`config.mk`:
```
export PLATFORM = sky130hd
export DESIGN_NAME = bus_cycle_ctlr
export DESIGN_NICKNAME = d
export VERILOG_FILES = /design/src/rtl/bus_cycle_ctlr.sv
export SDC_FILE = /design/constraint.sdc
export NUM_CORES = 1
export LEC_CHECK = 0
export BUFFER_PORTS_ARGS = -buffer_cell sky130_fd_sc_hd__buf_4
export CORE_UTILIZATION = 44
export DETAILED_ROUTE_END_ITERATION = 7
export PLACE_DENSITY = 0.88
export SLEW_MARGIN = 40
export SYNTH_ARGS = -nofsm -noshare
export SYNTH_HDL_FRONTEND = slang
export SYNTH_SLANG_ARGS = --single-unit
```
`constraint.sdc`:
```
create_clock -name CLK -period 1.6 [get_ports CLK]
set_input_delay 0.16 -clock CLK [delete_from_list [all_inputs] [get_ports CLK]]
set_output_delay 0.16 -clock CLK [all_outputs]
set_load 0.01 [all_outputs]
```
`src/rtl/bus_cycle_ctlr.sv`:
```
// bus_cycle_ctlr
//   CPU-side external bus initiator. It accepts one internal access and runs
//   it as an external bus cycle. The cycle uses BCYSTn/DAn/BEn/RW/A/DO and
//   waits on READYn. When the responder asks for 16-bit transfers (SZRQn low
//   with READYn low), the access is finished as one or two half-word cycles
//   on the low data lanes.
//
// Ports
//   CLK, RESn, CE     clock, synchronous active-low reset, clock enable
//   REQ, REQ_WR       access request (level) and direction (1 = write)
//   REQ_A, REQ_BE     word address A[31:2] and active-high byte enables
//   REQ_WD            write data on its natural lanes
//   BUSY, ACK, BERR   access in progress, done pulse, wait-limit abort pulse
//   RD                read data on its natural lanes, disabled bytes zero
//   BCYSTn, DAn, RW   bus cycle start, data strobe, direction (1 = read)
//   A, BEn, DO        bus address, active-low byte enables, write data
//   DI, READYn, SZRQn bus read data, responder ready, 16-bit size request
module bus_cycle_ctlr #(
  parameter int WAIT_LIMIT = 0
) (
  input  logic        CLK,
  input  logic        RESn,
  input  logic        CE,
  input  logic        REQ,
  input  logic        REQ_WR,
  input  logic [29:0] REQ_A,
  input  logic [3:0]  REQ_BE,
  input  logic [31:0] REQ_WD,
  output logic        BUSY,
  output logic        ACK,
  output logic        BERR,
  output logic [31:0] RD,
  output logic        BCYSTn,
  output logic        DAn,
  output logic        RW,
  output logic [29:0] A,
  output logic [3:0]  BEn,
  output logic [31:0] DO,
  input  logic [31:0] DI,
  input  logic        READYn,
  input  logic        SZRQn
);

  typedef enum logic [2:0] {IDLE, T1, TW, T1H, TWH, DONE} state_t;

  localparam logic [15:0] LIMIT = 16'(WAIT_LIMIT);

  state_t      state, n_state;
  logic        wr_q, n_wr;
  logic [3:0]  be_q, n_be;
  logic [31:0] wd_q, n_wd;
  logic [15:0] cnt, n_cnt;
  logic        n_busy, n_ack, n_berr, n_bcyst, n_da, n_rw;
  logic [31:0] n_rd, n_do;
  logic [29:0] n_a;
  logic [3:0]  n_ben;
  logic        fin, abort_cyc, limit_hit;
  logic [31:0] fin_rd, mask;

  // Byte-lane mask of the latched access, used to zero disabled read bytes.
  assign mask = {{8{be_q[3]}}, {8{be_q[2]}}, {8{be_q[1]}}, {8{be_q[0]}}};
  assign limit_hit = (WAIT_LIMIT > 0) && (cnt == LIMIT);

  // Next-state and next-output logic. Every output is registered, so this
  // block computes the value each register takes on the next CE edge.
  // Finishing and aborting share one bus-release path below the case.
  always_comb begin
    n_state   = state;
    n_wr      = wr_q;
    n_be      = be_q;
    n_wd      = wd_q;
    n_cnt     = cnt;
    n_busy    = BUSY;
    n_ack     = ACK;
    n_berr    = BERR;
    n_rd      = RD;
    n_bcyst   = BCYSTn;
    n_da      = DAn;
    n_rw      = RW;
    n_a       = A;
    n_ben     = BEn;
    n_do      = DO;
    fin       = 1'b0;
    abort_cyc = 1'b0;
    fin_rd    = 32'h0;
    if (CE) begin
      case (state)
        IDLE: begin
          if (REQ) begin
            n_state = T1;
            n_wr    = REQ_WR;
            n_be    = REQ_BE;
            n_wd    = REQ_WD;
            n_cnt   = 16'h0;
            n_busy  = 1'b1;
            n_rd    = 32'h0;
            n_bcyst = 1'b0;
            n_da    = 1'b0;
            n_rw    = ~REQ_WR;
            n_a     = REQ_A;
            n_ben   = ~REQ_BE;
            // A high-only write puts the upper half on both lanes so a
            // 16-bit responder finds it on D[15:0].
            if (!REQ_WR)
              n_do = 32'h0;
            else if (REQ_BE[1:0] == 2'b00)
              n_do = {REQ_WD[31:16], REQ_WD[31:16]};
            else
              n_do = REQ_WD;
          end
        end
        T1, TW: begin
          if (READYn) begin
            if (state == TW && limit_hit) begin
              abort_cyc = 1'b1;
            end else begin
              n_state = TW;
              n_bcyst = 1'b1;
              n_cnt   = cnt + 16'h1;
            end
          end else if (SZRQn) begin
            fin    = 1'b1;
            fin_rd = DI & mask;
          end else if (be_q[1:0] != 2'b00) begin
            if (be_q[3:2] != 2'b00) begin
              // Low half taken now; the upper half needs a second cycle.
              n_state = T1H;
              n_rd    = {16'h0, DI[15:0] & mask[15:0]};
              n_bcyst = 1'b0;
              n_ben   = {~be_q[3:2], 2'b11};
              n_do    = wr_q ? {wd_q[31:16], wd_q[31:16]} : 32'h0;
              n_cnt   = 16'h0;
            end else begin
              fin    = 1'b1;
              fin_rd = {16'h0, DI[15:0] & mask[15:0]};
            end
          end else begin
            fin    = 1'b1;
            fin_rd = {DI[15:0] & mask[31:16], 16'h0};
          end
        end
        T1H, TWH: begin
          if (READYn) begin
            if (state == TWH && limit_hit) begin
              abort_cyc = 1'b1;
            end else begin
              n_state = TWH;
              n_bcyst = 1'b1;
              n_cnt   = cnt + 16'h1;
            end
          end else begin
            fin    = 1'b1;
            fin_rd = {DI[15:0] & mask[31:16], RD[15:0]};
          end
        end
        DONE: begin
          n_state = IDLE;
          n_ack   = 1'b0;
          n_berr  = 1'b0;
          n_busy  = 1'b0;
        end
        default: n_state = IDLE;
      endcase
      if (fin || abort_cyc) begin
        n_state = DONE;
        n_da    = 1'b1;
        n_bcyst = 1'b1;
        n_ben   = 4'hF;
        n_ack   = fin;
        n_berr  = abort_cyc;
        n_rd    = fin ? fin_rd : 32'h0;
      end
    end
  end

  // State and output registers. Reset wins over CE and abandons any cycle
  // in flight without signalling completion.
  always_ff @(posedge CLK) begin
    if (!RESn) begin
      state  <= IDLE;
      wr_q   <= 1'b0;
      be_q   <= 4'h0;
      wd_q   <= 32'h0;
      cnt    <= 16'h0;
      BUSY   <= 1'b0;
      ACK    <= 1'b0;
      BERR   <= 1'b0;
      RD     <= 32'h0;
      BCYSTn <= 1'b1;
      DAn    <= 1'b1;
      RW     <= 1'b1;
      A      <= 30'h0;
      BEn    <= 4'hF;
      DO     <= 32'h0;
    end else begin
      state  <= n_state;
      wr_q   <= n_wr;
      be_q   <= n_be;
      wd_q   <= n_wd;
      cnt    <= n_cnt;
      BUSY   <= n_busy;
      ACK    <= n_ack;
      BERR   <= n_berr;
      RD     <= n_rd;
      BCYSTn <= n_bcyst;
      DAn    <= n_da;
      RW     <= n_rw;
      A      <= n_a;
      BEn    <= n_ben;
      DO     <= n_do;
    end
  end

endmodule

```
==> flow_summary.ini, run 1 <==
[logic_synthesis]
ys.warnings.count = 0
synthArstFlopShare = 0
synth_cell_types = 47
synth_seq_cells = 127
netlist_instances = 615
synth_nets = 720
ys_seq_area_frac = 0.478
synth_edf_count = 0
synth_ff_type = dfxtp_1
syn_area_um2 = 5320
syn_area_per_cell_um2 = 8.65

[power]
leakage_nw = 3.47
peakVddDrop_v = 0.000780
cellPowerDensity_nw_per_um2 = 1010

[route]
avgRoutedWirePerCell_um = 19.3
drc = 17
via_per_inst = 5.78
dr.pass1.iters = 7
drt_iter0_drc = 531
ant_nets = 0
num_vias = 5821
drt-total-wl_um = 19400

[die]
die_h_um = 112
fp.dieW_um = 112
initial_core_util = 0.458
row_count = 39
fp.coreArea_um2 = 11600
die_area_um2 = 12500
io_pins = 209

[cells_and_area]
nets = 960
post-route-util = 0.747
syn_to_final_growth_pct = 63.0
final_common_cell = buf_4
layout_common_cells = 225 x buf_4, 125 x dfxtp_1, 115 x nand2_1, 82 x a21oi_1, 45 x a22oi_1
n_antenna_cell = 0
drive_gt1_frac = 0.455

[placement]
post-place-ws_ns = -0.211
io_buffers = 207
dpl.hpwl_um = 10600
gp_congestion = 0.822

[timing]
setup_viol = 53
finalClockSkew_ns = 0.00925
fmax_mhz = 557
hold_viol = 0
setup_slack_ns = -0.196
rsz0062_at_grt = yes
relSlewSlack = 0.518
period_share = 1.12
drv_slew = 0
period_minus_slack_ns = 1.80
worst_slew_pin_slew_ns = 0.724

[worst_setup_path]
cpPeakStageDelay_ns = 0.37
crit_type = flip-flop to flip-flop
r2r-start = state[1]
reg2reg_slack_ns = -0.20
rr_worst_depth = 8
crit_top_cell = buf_12
path_max_fanout = 7
cp.arrival_ns = 2.08
cp-end-kind = flip-flop
crit_chain = buf_6 -> or3_4 -> o2111a_2 -> buf_12 -> buf_12 -> buf_16 -> o21ai_2 -> a21oi_2
crit_path_top_delay_cell = dfxtp_4
path_buf_inv = 4
cp_data_required_time_ns = 1.89
reg2reg_to = DO[5]
path_delay_family = buffers and inverters
start_kind = flip-flop

[grt]
grtUsageTotal = 0.272
antenna_found_initial = 0
grt_pass1_vias = 5395
grt_pass1_wl_um = 27200
grt_max_degree = 48
overflow = 0

[cts]
path_clk_slew_ns = 0.05
htree_levels = 4
clock_latency_ns = 0.41
cts_tree = done
cts_root_buf = clkbuf_16
cts.path.max_buffers = 2
cts.sinks = 127
numCtsBuffers = 17

[worst_hold_path]
hold_path_end = A[16]
worst_hold_path.num_cells = 3
worstHoldStart = REQ_A[16]
hp-class = input pin to flip-flop

[outcome]
status = finished with violations
violations = DRC, setup timing

[job]
max-cap-violations = 0
## power by group
group	internal (W)	total (W)	switching [W]
sequential	0.00335	0.00351	0.000157
clock	0.00201	0.00337	0.00136
combinational	0.000970	0.00190	0.000926
## layout make-up
class | instances | area, µm²
clock buffers | 21 | 460
multi-input cells | 431 | 2930
flip-flops and latches | 127 | 2550
inverters | 4 | 15.0
well taps | 143 | 179
clock inverters | 7 | 42.5
repair buffers | 274 | 2490
fillers | 787 | 2940
## per-layer routing
| layer | global-route usage | vias to the layer above | routed length, µm |
|---|---|---|---|
| met5 | 0 | - | 0 |
| met4 | 0.104 | 0 | 665 |
| met3 | 0.0866 | 56 | 1840 |
| met2 | 0.460 | 334 | 9560 |
| met1 | 0.323 | 2756 | 7330 |
| li1 | - | 2675 | - |
## cells in the mapped netlist (2+ instances only)
| cell type | n | area (µm²) |
|---|---|---|
| o21ai_1 | 8 | 40.0 |
| o32a_1 | 2 | 20.0 |
| o31ai_1 | 2 | 15.0 |
| and2_1 | 2 | 12.5 |
| buf_2 | 20 | 100 |
| nand3b_1 | 2 | 15.0 |
| nand3_1 | 17 | 85.1 |
| buf_4 | 6 | 45.0 |
| nand2b_1 | 20 | 125 |
| inv_1 | 3 | 11.3 |
| nand2_1 | 117 | 439 |
| a21oi_1 | 107 | 536 |
| mux2_2 | 16 | 180 |
| nor2_2 | 2 | 12.5 |
| a21oi_2 | 2 | 17.5 |
| buf_6 | 5 | 56.3 |
| a22oi_1 | 48 | 360 |
| clkbuf_1 | 23 | 86.3 |
| nor2_1 | 6 | 22.5 |
| o2bb2ai_1 | 16 | 140 |
| o21ai_0 | 34 | 170 |
| dfxtp_1 | 127 | 2540 |
| and3_1 | 3 | 18.8 |
| a31oi_1 | 2 | 12.5 |
| a21o_1 | 2 | 15.0 |
| nand3_2 | 2 | 20.0 |
## worst max path at each step
| stage | start | to | cells past startpoint |
|---|---|---|---|
| after floorplan | state[1] | DO[10] | 8 |
| after global placement | state[1] | RD[30] | 6 |
| after detailed placement | state[1] | RD[29] | 6 |
| after CTS | state[1] | DO[18] | 6 |
| after global routing | state[1] | RD[27] | 5 |
| final | state[1] | DO[5] | 8 |
## tightest hold or removal path, cell delays in order
cell	delay [ns]
buf_4	0.11
nand2_1	0.05
a21oi_1	0.05
## metrics by stage
step / instance area (µm²) / power [W] / instances / setup TNS [ns] / hold WS (ns)
detailed placement: 7180 / 0.00491 / 943 / -9.87 / 0.418
global placement: 7180 / 0.00488 / 943 / -5.82 / 0.406
global route: 8670 / 0.00908 / 1007 / -7.86 / 0.00261
floorplan: 5320 / 0.00420 / 615 / 0 / 0.296
CTS: 8180 / 0.00849 / 998 / -2.57 / 0.000514
finish: 8670 / 0.00877 / 1007 / -5.39 / 0.0114
## registers in the layout, indices dropped and copies added (netlist names)
| signal | cells |
|---|---|
| wr_q | 1 |
| BCYSTn | 1 |
| be_q | 4 |
| A | 30 |
| BEn | 4 |
| ACK | 1 |
| BUSY | 1 |
| wd_q | 16 |
| RW | 1 |
| DO | 32 |
| RD | 32 |
| state | 3 |
| DAn | 1 |
## timing repair
| item | CTS | global route |
|---|---|---|
| setup buffers | 3 | 5 |
| gates resized for setup | 58 | 80 |
| hold buffers | 18 | 0 |
| gates cloned | 6 | 6 |
| endpoints found under the setup margin | 117 | 91 |
| hold endpoints to repair | 18 | 0 |
| pin swaps | 2 | 12 |
## logic make-up (layout without fill, tap and decap cells)
kind of cell              count (synthesis)  count (layout)  synth area share
xor gates and xnor gates                  1               1           0.00517
and+or+nand+nor                         180             181             0.160
other                                     1               1          0.000705
DFF                                     127             127             0.478
buffers and inverters                    59             306            0.0576
AOI/OAI and AO/OA                       231             232             0.265
muxes                                    16              16            0.0339
No activity file was read; power rests on OpenSTA's default activity.
==> inputs of run 2 (changes only) <==
- PLACE_DENSITY: 0.88 -> 0.83
==> run 2 against run 1 <==
  * The flow still finishes with violations (DRC, setup timing)
  * Register-to-register slack better by 0.11 ns
  * Global-route usage down 2.2 points
  * First-iteration DRC count down 14%
  * Clock power up 16%
  * Core utilization up 4.7 points
  * Sequential cell count unchanged
  * Highest routed layer unchanged
  * Final area up 6.3%
==> flow_summary.ini, run 2 (synthesis results as in run 1) <==
[timing]
setup_viol = 97
worst_slew_pin_slew_ns = 0.588
finalClockSkew_ns = 0.00654
hold_viol = 0
period_share = 1.05
rsz0062_at_grt = yes
period_minus_slack_ns = 1.68
relSlewSlack = 0.608
drv_slew = 0
setup_slack_ns = -0.0834
fmax_mhz = 594

[cells_and_area]
n_antenna_cell = 0
n_fill_cell = 689
syn_to_final_growth_pct = 73.3
final_common_cell = buf_4
instances_no_fill = 1022
drive_gt1_frac = 0.575
nets = 971
reg.largest.list = DO x32, RD x32, A x30
post-route-util = 0.794
multi_input_comb_area_um2 = 3290
layout_common_cells = 230 x buf_4, 125 x dfxtp_1, 65 x nand2_1, 56 x a21oi_2, 50 x a21oi_1
final_cell_area_um2 = 9220
regArea_um2 = 2550

[worst_hold_path]
hold_path_end = A[12]
worstHoldStart = REQ_A[12]
worst_hold_path.num_cells = 3
hp-class = input pin to flip-flop

[worst_setup_path]
crit_chain = buf_6 -> or3b_4 -> a311oi_4 -> nand3_4 -> o2bb2ai_2
reg2reg_to = RD[18]
cpPeakStageDelay_ns = 0.41
reg2reg_slack_ns = -0.08
crit_type = flip-flop to flip-flop
path_delay_family = simple AND/OR/NAND/NOR gates
path_max_fanout = 8
rr_worst_depth = 5
start_kind = flip-flop
r2r-start = state[1]
cp_data_required_time_ns = 1.94
path_buf_inv = 1
cp-end-kind = flip-flop
crit_path_top_delay_cell = or3b_4
cp.arrival_ns = 2.02

[power]
leakage_nw = 3.76
peakVddDrop_v = 0.000650
power_w = 0.00942
cellPowerDensity_nw_per_um2 = 1020

[cts]
htree_levels = 4
cts_tree = done
cts.path.max_buffers = 2
numCtsBuffers = 17
clock_latency_ns = 0.40
cts.sinks = 127
path_clk_slew_ns = 0.06
cts_root_buf = clkbuf_16

[job]
max-cap-violations = 0

[grt]
overflow = 0
antenna_found_initial = 0
grt_pass1_wl_um = 25200
grt_pass1_vias = 5198
grt_max_degree = 42
grtUsageTotal = 0.250

[die]
die_h_um = 112
row_count = 39
fp.dieW_um = 112
die_area_um2 = 12500
io_pins = 209
fp.coreArea_um2 = 11600
initial_core_util = 0.458

[placement]
dp.cells = 942
io_buffers = 207
gp_congestion = 0.830
dpl.hpwl_um = 11000
post-place-ws_ns = -0.179
dpl_cell_area_um2 = 7130

[route]
via_per_inst = 5.75
top_layer_used = met4
avgRoutedWirePerCell_um = 19.5
wl_met2_um = 9970
drc = 19
wl_met3_um = 1490
num_vias = 5876
drt_iter0_drc = 459
dr.pass1.iters = 7
drt-met1-wl_um = 7850
ant_nets = 0
drt-total-wl_um = 19900

[outcome]
status = finished with violations
violations = DRC, setup timing
run 2: layout make-up:
class | instances | share of cell area
multi-input combinational | 432 | 0.357
timing repair buffer | 284 | 0.280
sequential | 127 | 0.276
clock buffer | 18 | 0.0476
tap | 143 | 0.0194
clock inverter | 14 | 0.0182
inverter | 4 | 0.00163
run 2: per-layer routing:
metal	GRT usage	vias to the layer above
li1	-	2694
met2	0.435	305
met4	0.0978	0
met1	0.295	2817
met5	0	-
met3	0.0659	60
run 2: stage by stage:
stage	hold WS, ns	setup TNS (ns)
6_report	0.0106	-3.72
5_1_grt	-0.00395	-9.00
4_1_cts	0.000803	-0.661
3_5_place_dp	0.420	-12.62
3_3_place_gp	0.407	-5.82
2_1_floorplan	0.296	0
run 2: worst reg2reg max path, delay by kind of cell (launching register included):
kind / cells / cell delay (ns)
flops: 1 / 0.32
compound gates: 2 / 0.55
buf+inv: 1 / 0.13
simple gates: 2 / 0.63
run 2: how the worst max path moves through the flow:
stage | startpoint | endpoint | depth (start not counted)
finish | state[1] | RD[18] | 5
global route | state[1] | BEn[1] | 6
CTS | state[1] | RD[28] | 5
detailed placement | state[0] | A[25] | 7
global placement | state[0] | RD[16] | 5
floorplan | state[1] | DO[10] | 8
run 2: repair_timing:
action,CTS,global route
hold buffers,10,6
hold endpoints to repair,10,6
pin swaps,3,38
setup endpoints to repair,123,113
buffers inserted,4,5
gates resized for setup,19,219
gates cloned,1,22
run 2: power breakdown:
| part | switching (W) | internal (W) | total [W] | leakage (nW) |
|---|---|---|---|---|
| clock network | 0.00143 | 0.00249 | 0.00392 | 0.292 |
| registers | 0.000149 | 0.00335 | 0.00350 | 1.04 |
| logic | 0.000996 | 0.00100 | 0.00200 | 2.43 |
==> inputs of run 3 (changes only) <==
- PLACE_DENSITY: 0.83 -> 0.76
==> run 3 against run 2 <==
  * Sequential power barely moved
  * Sequential share of layout area rose by 1.9 points
  * Sequential cell count did not move
  * Register-to-register slack barely moved
  * Critical path type unchanged
  * Non-clock buffer count rose by 2
  * Die area did not move
  * Count of clock-buffer cells in the layout rose by 5
  * Clock skew rose by 0.0015 ns
  * Final cell count fell by 0.20%
  * The run still ends with DRC, setup timing left
  * Via count fell by 2.4%
  * Critical path depth did not move
==> flow_summary.ini, run 3 (synthesis results as in run 1) <==
[outcome]
status = finished with violations
violations = DRC, setup timing

[route]
via_per_inst = 5.62
drc = 18
drt_iter0_drc = 521
num_vias = 5737
dr.pass1.iters = 7
ant_nets = 0
avgRoutedWirePerCell_um = 17.7
drt-total-wl_um = 18100

[power]
peakVddDrop_v = 0.000743
cellPowerDensity_nw_per_um2 = 1020
leakage_nw = 3.50

[grt]
antenna_found_initial = 0
grtUsageTotal = 0.263
grt_pass1_vias = 5457
overflow = 0
grt_max_degree = 47
grt_pass1_wl_um = 26400

[die]
fp.dieW_um = 112
row_count = 39
fp.coreArea_um2 = 11600
die_h_um = 112
io_pins = 209
initial_core_util = 0.458
die_area_um2 = 12500

[worst_setup_path]
cp_data_required_time_ns = 1.94
path_max_fanout = 8
start_kind = flip-flop
cp.arrival_ns = 2.04
crit_type = flip-flop to flip-flop
cp-end-kind = flip-flop
crit_chain = buf_6 -> or3b_4 -> a311oi_4 -> nand3_4 -> o2bb2ai_2
cpPeakStageDelay_ns = 0.40
crit_path_top_delay_cell = or3b_4

[cts]
htree_levels = 4
path_clk_slew_ns = 0.05
cts.sinks = 127
cts_tree = done
clock_latency_ns = 0.42
numCtsBuffers = 17
cts.path.max_buffers = 2
cts_root_buf = clkbuf_16

[timing]
hold_viol = 0
setup_slack_ns = -0.0929
fin_hold_ws_ns = 0.0114
period_minus_slack_ns = 1.69
rsz0062_at_grt = yes
drv_slew = 0
worst_slew_pin_slew_ns = 0.530
finalClockSkew_ns = 0.00808
fmax_mhz = 591
relSlewSlack = 0.646
period_share = 1.06
setup_viol = 47

[cells_and_area]
n_fill_cell = 818
reg.largest.list = DO x32, RD x32, A x30
nets = 971
drive_gt1_frac = 0.439
syn_to_final_growth_pct = 62.1
instances_no_fill = 1020
final_cell_area_um2 = 8630
n_antenna_cell = 0
layout_common_cells = 233 x buf_4, 125 x dfxtp_1, 116 x nand2_1, 90 x a21oi_1, 39 x a22oi_1
final_common_cell = buf_4

[worst_hold_path]
hp-class = input pin to flip-flop

[placement]
io_buffers = 207
post-place-ws_ns = -0.181
dp.cells = 945
dpl.hpwl_um = 10700
gp_congestion = 0.872
dpl_cell_area_um2 = 7140

[job]
max-cap-violations = 0
[run 3: changes by cell type in the layout (fill, tap and decap cells not counted), sizes merged]
cell	before	now
clkbuf	30	28
buf	256	251
clkinvlp	3	1
and2	4	2
clkinv	8	5
bufinv	3	1
dlygate4sd3	16	30
[run 3: cell type report]
type                            instances  area, µm²  share of cell area
Multi-Input combinational cell        430       2850               0.331
Sequential cell                       127       2550               0.295
Timing Repair Buffer                  286       2490               0.288
Clock buffer                           23        478              0.0554
Tap cell                              143        179              0.0207
Clock inverter                          7       62.6             0.00725
Inverter                                4       17.5             0.00203
[run 3: routing by layer]
metal / GRT usage / vias to the layer above / wire [µm]
met5: 0 / - / 0
met4: 0.120 / 0 / 487
met3: 0.0855 / 44 / 1520
met2: 0.439 / 295 / 8800
met1: 0.306 / 2717 / 7280
li1: - / 2681 / -
[run 3: repair_timing]
action,4_1_cts,5_1_grt
cloned,2,7
endpoints found under the setup margin,106,73
endpoints found under the hold margin,30,0
hold buffers,30,0
gates resized for setup,17,98
setup buffers,2,4
pin swaps,10,12
[run 3: through the flow]
step	setup TNS [ns]	utilization	total power, W
after detailed placement	-6.03	0.615	0.00490
after global placement	-1.87	0.615	0.00486
after CTS	-1.65	0.698	0.00854
final	-2.46	0.743	0.00882
after global routing	-5.39	0.743	0.00914
after floorplan	0	-	0.00420
[run 3: worst max-delay path: cells and delay by family, from the launching register on]
| family | cells | cell delay, ns |
|---|---|---|
| AO/OA/AOI/OAI | 2 | 0.57 |
| buffers and inverters | 1 | 0.12 |
| flip-flops | 1 | 0.33 |
| AND/OR/NAND/NOR | 2 | 0.60 |
[run 3: final timing paths]
path	start	to	slack, ns	depth (start not counted)
max reg2reg	state[1]	RD[27]	-0.09	5
min	REQ_A[8]	A[8]	0.01	3
min reg2reg	wd_q[31]	wd_q[31]	0.46	2
max	state[1]	RD[27]	-0.09	5
[run 3: report_power, final]
group          internal (W)  switching, W
clock network       0.00222       0.00135
logic              0.000897      0.000861
registers           0.00335      0.000134
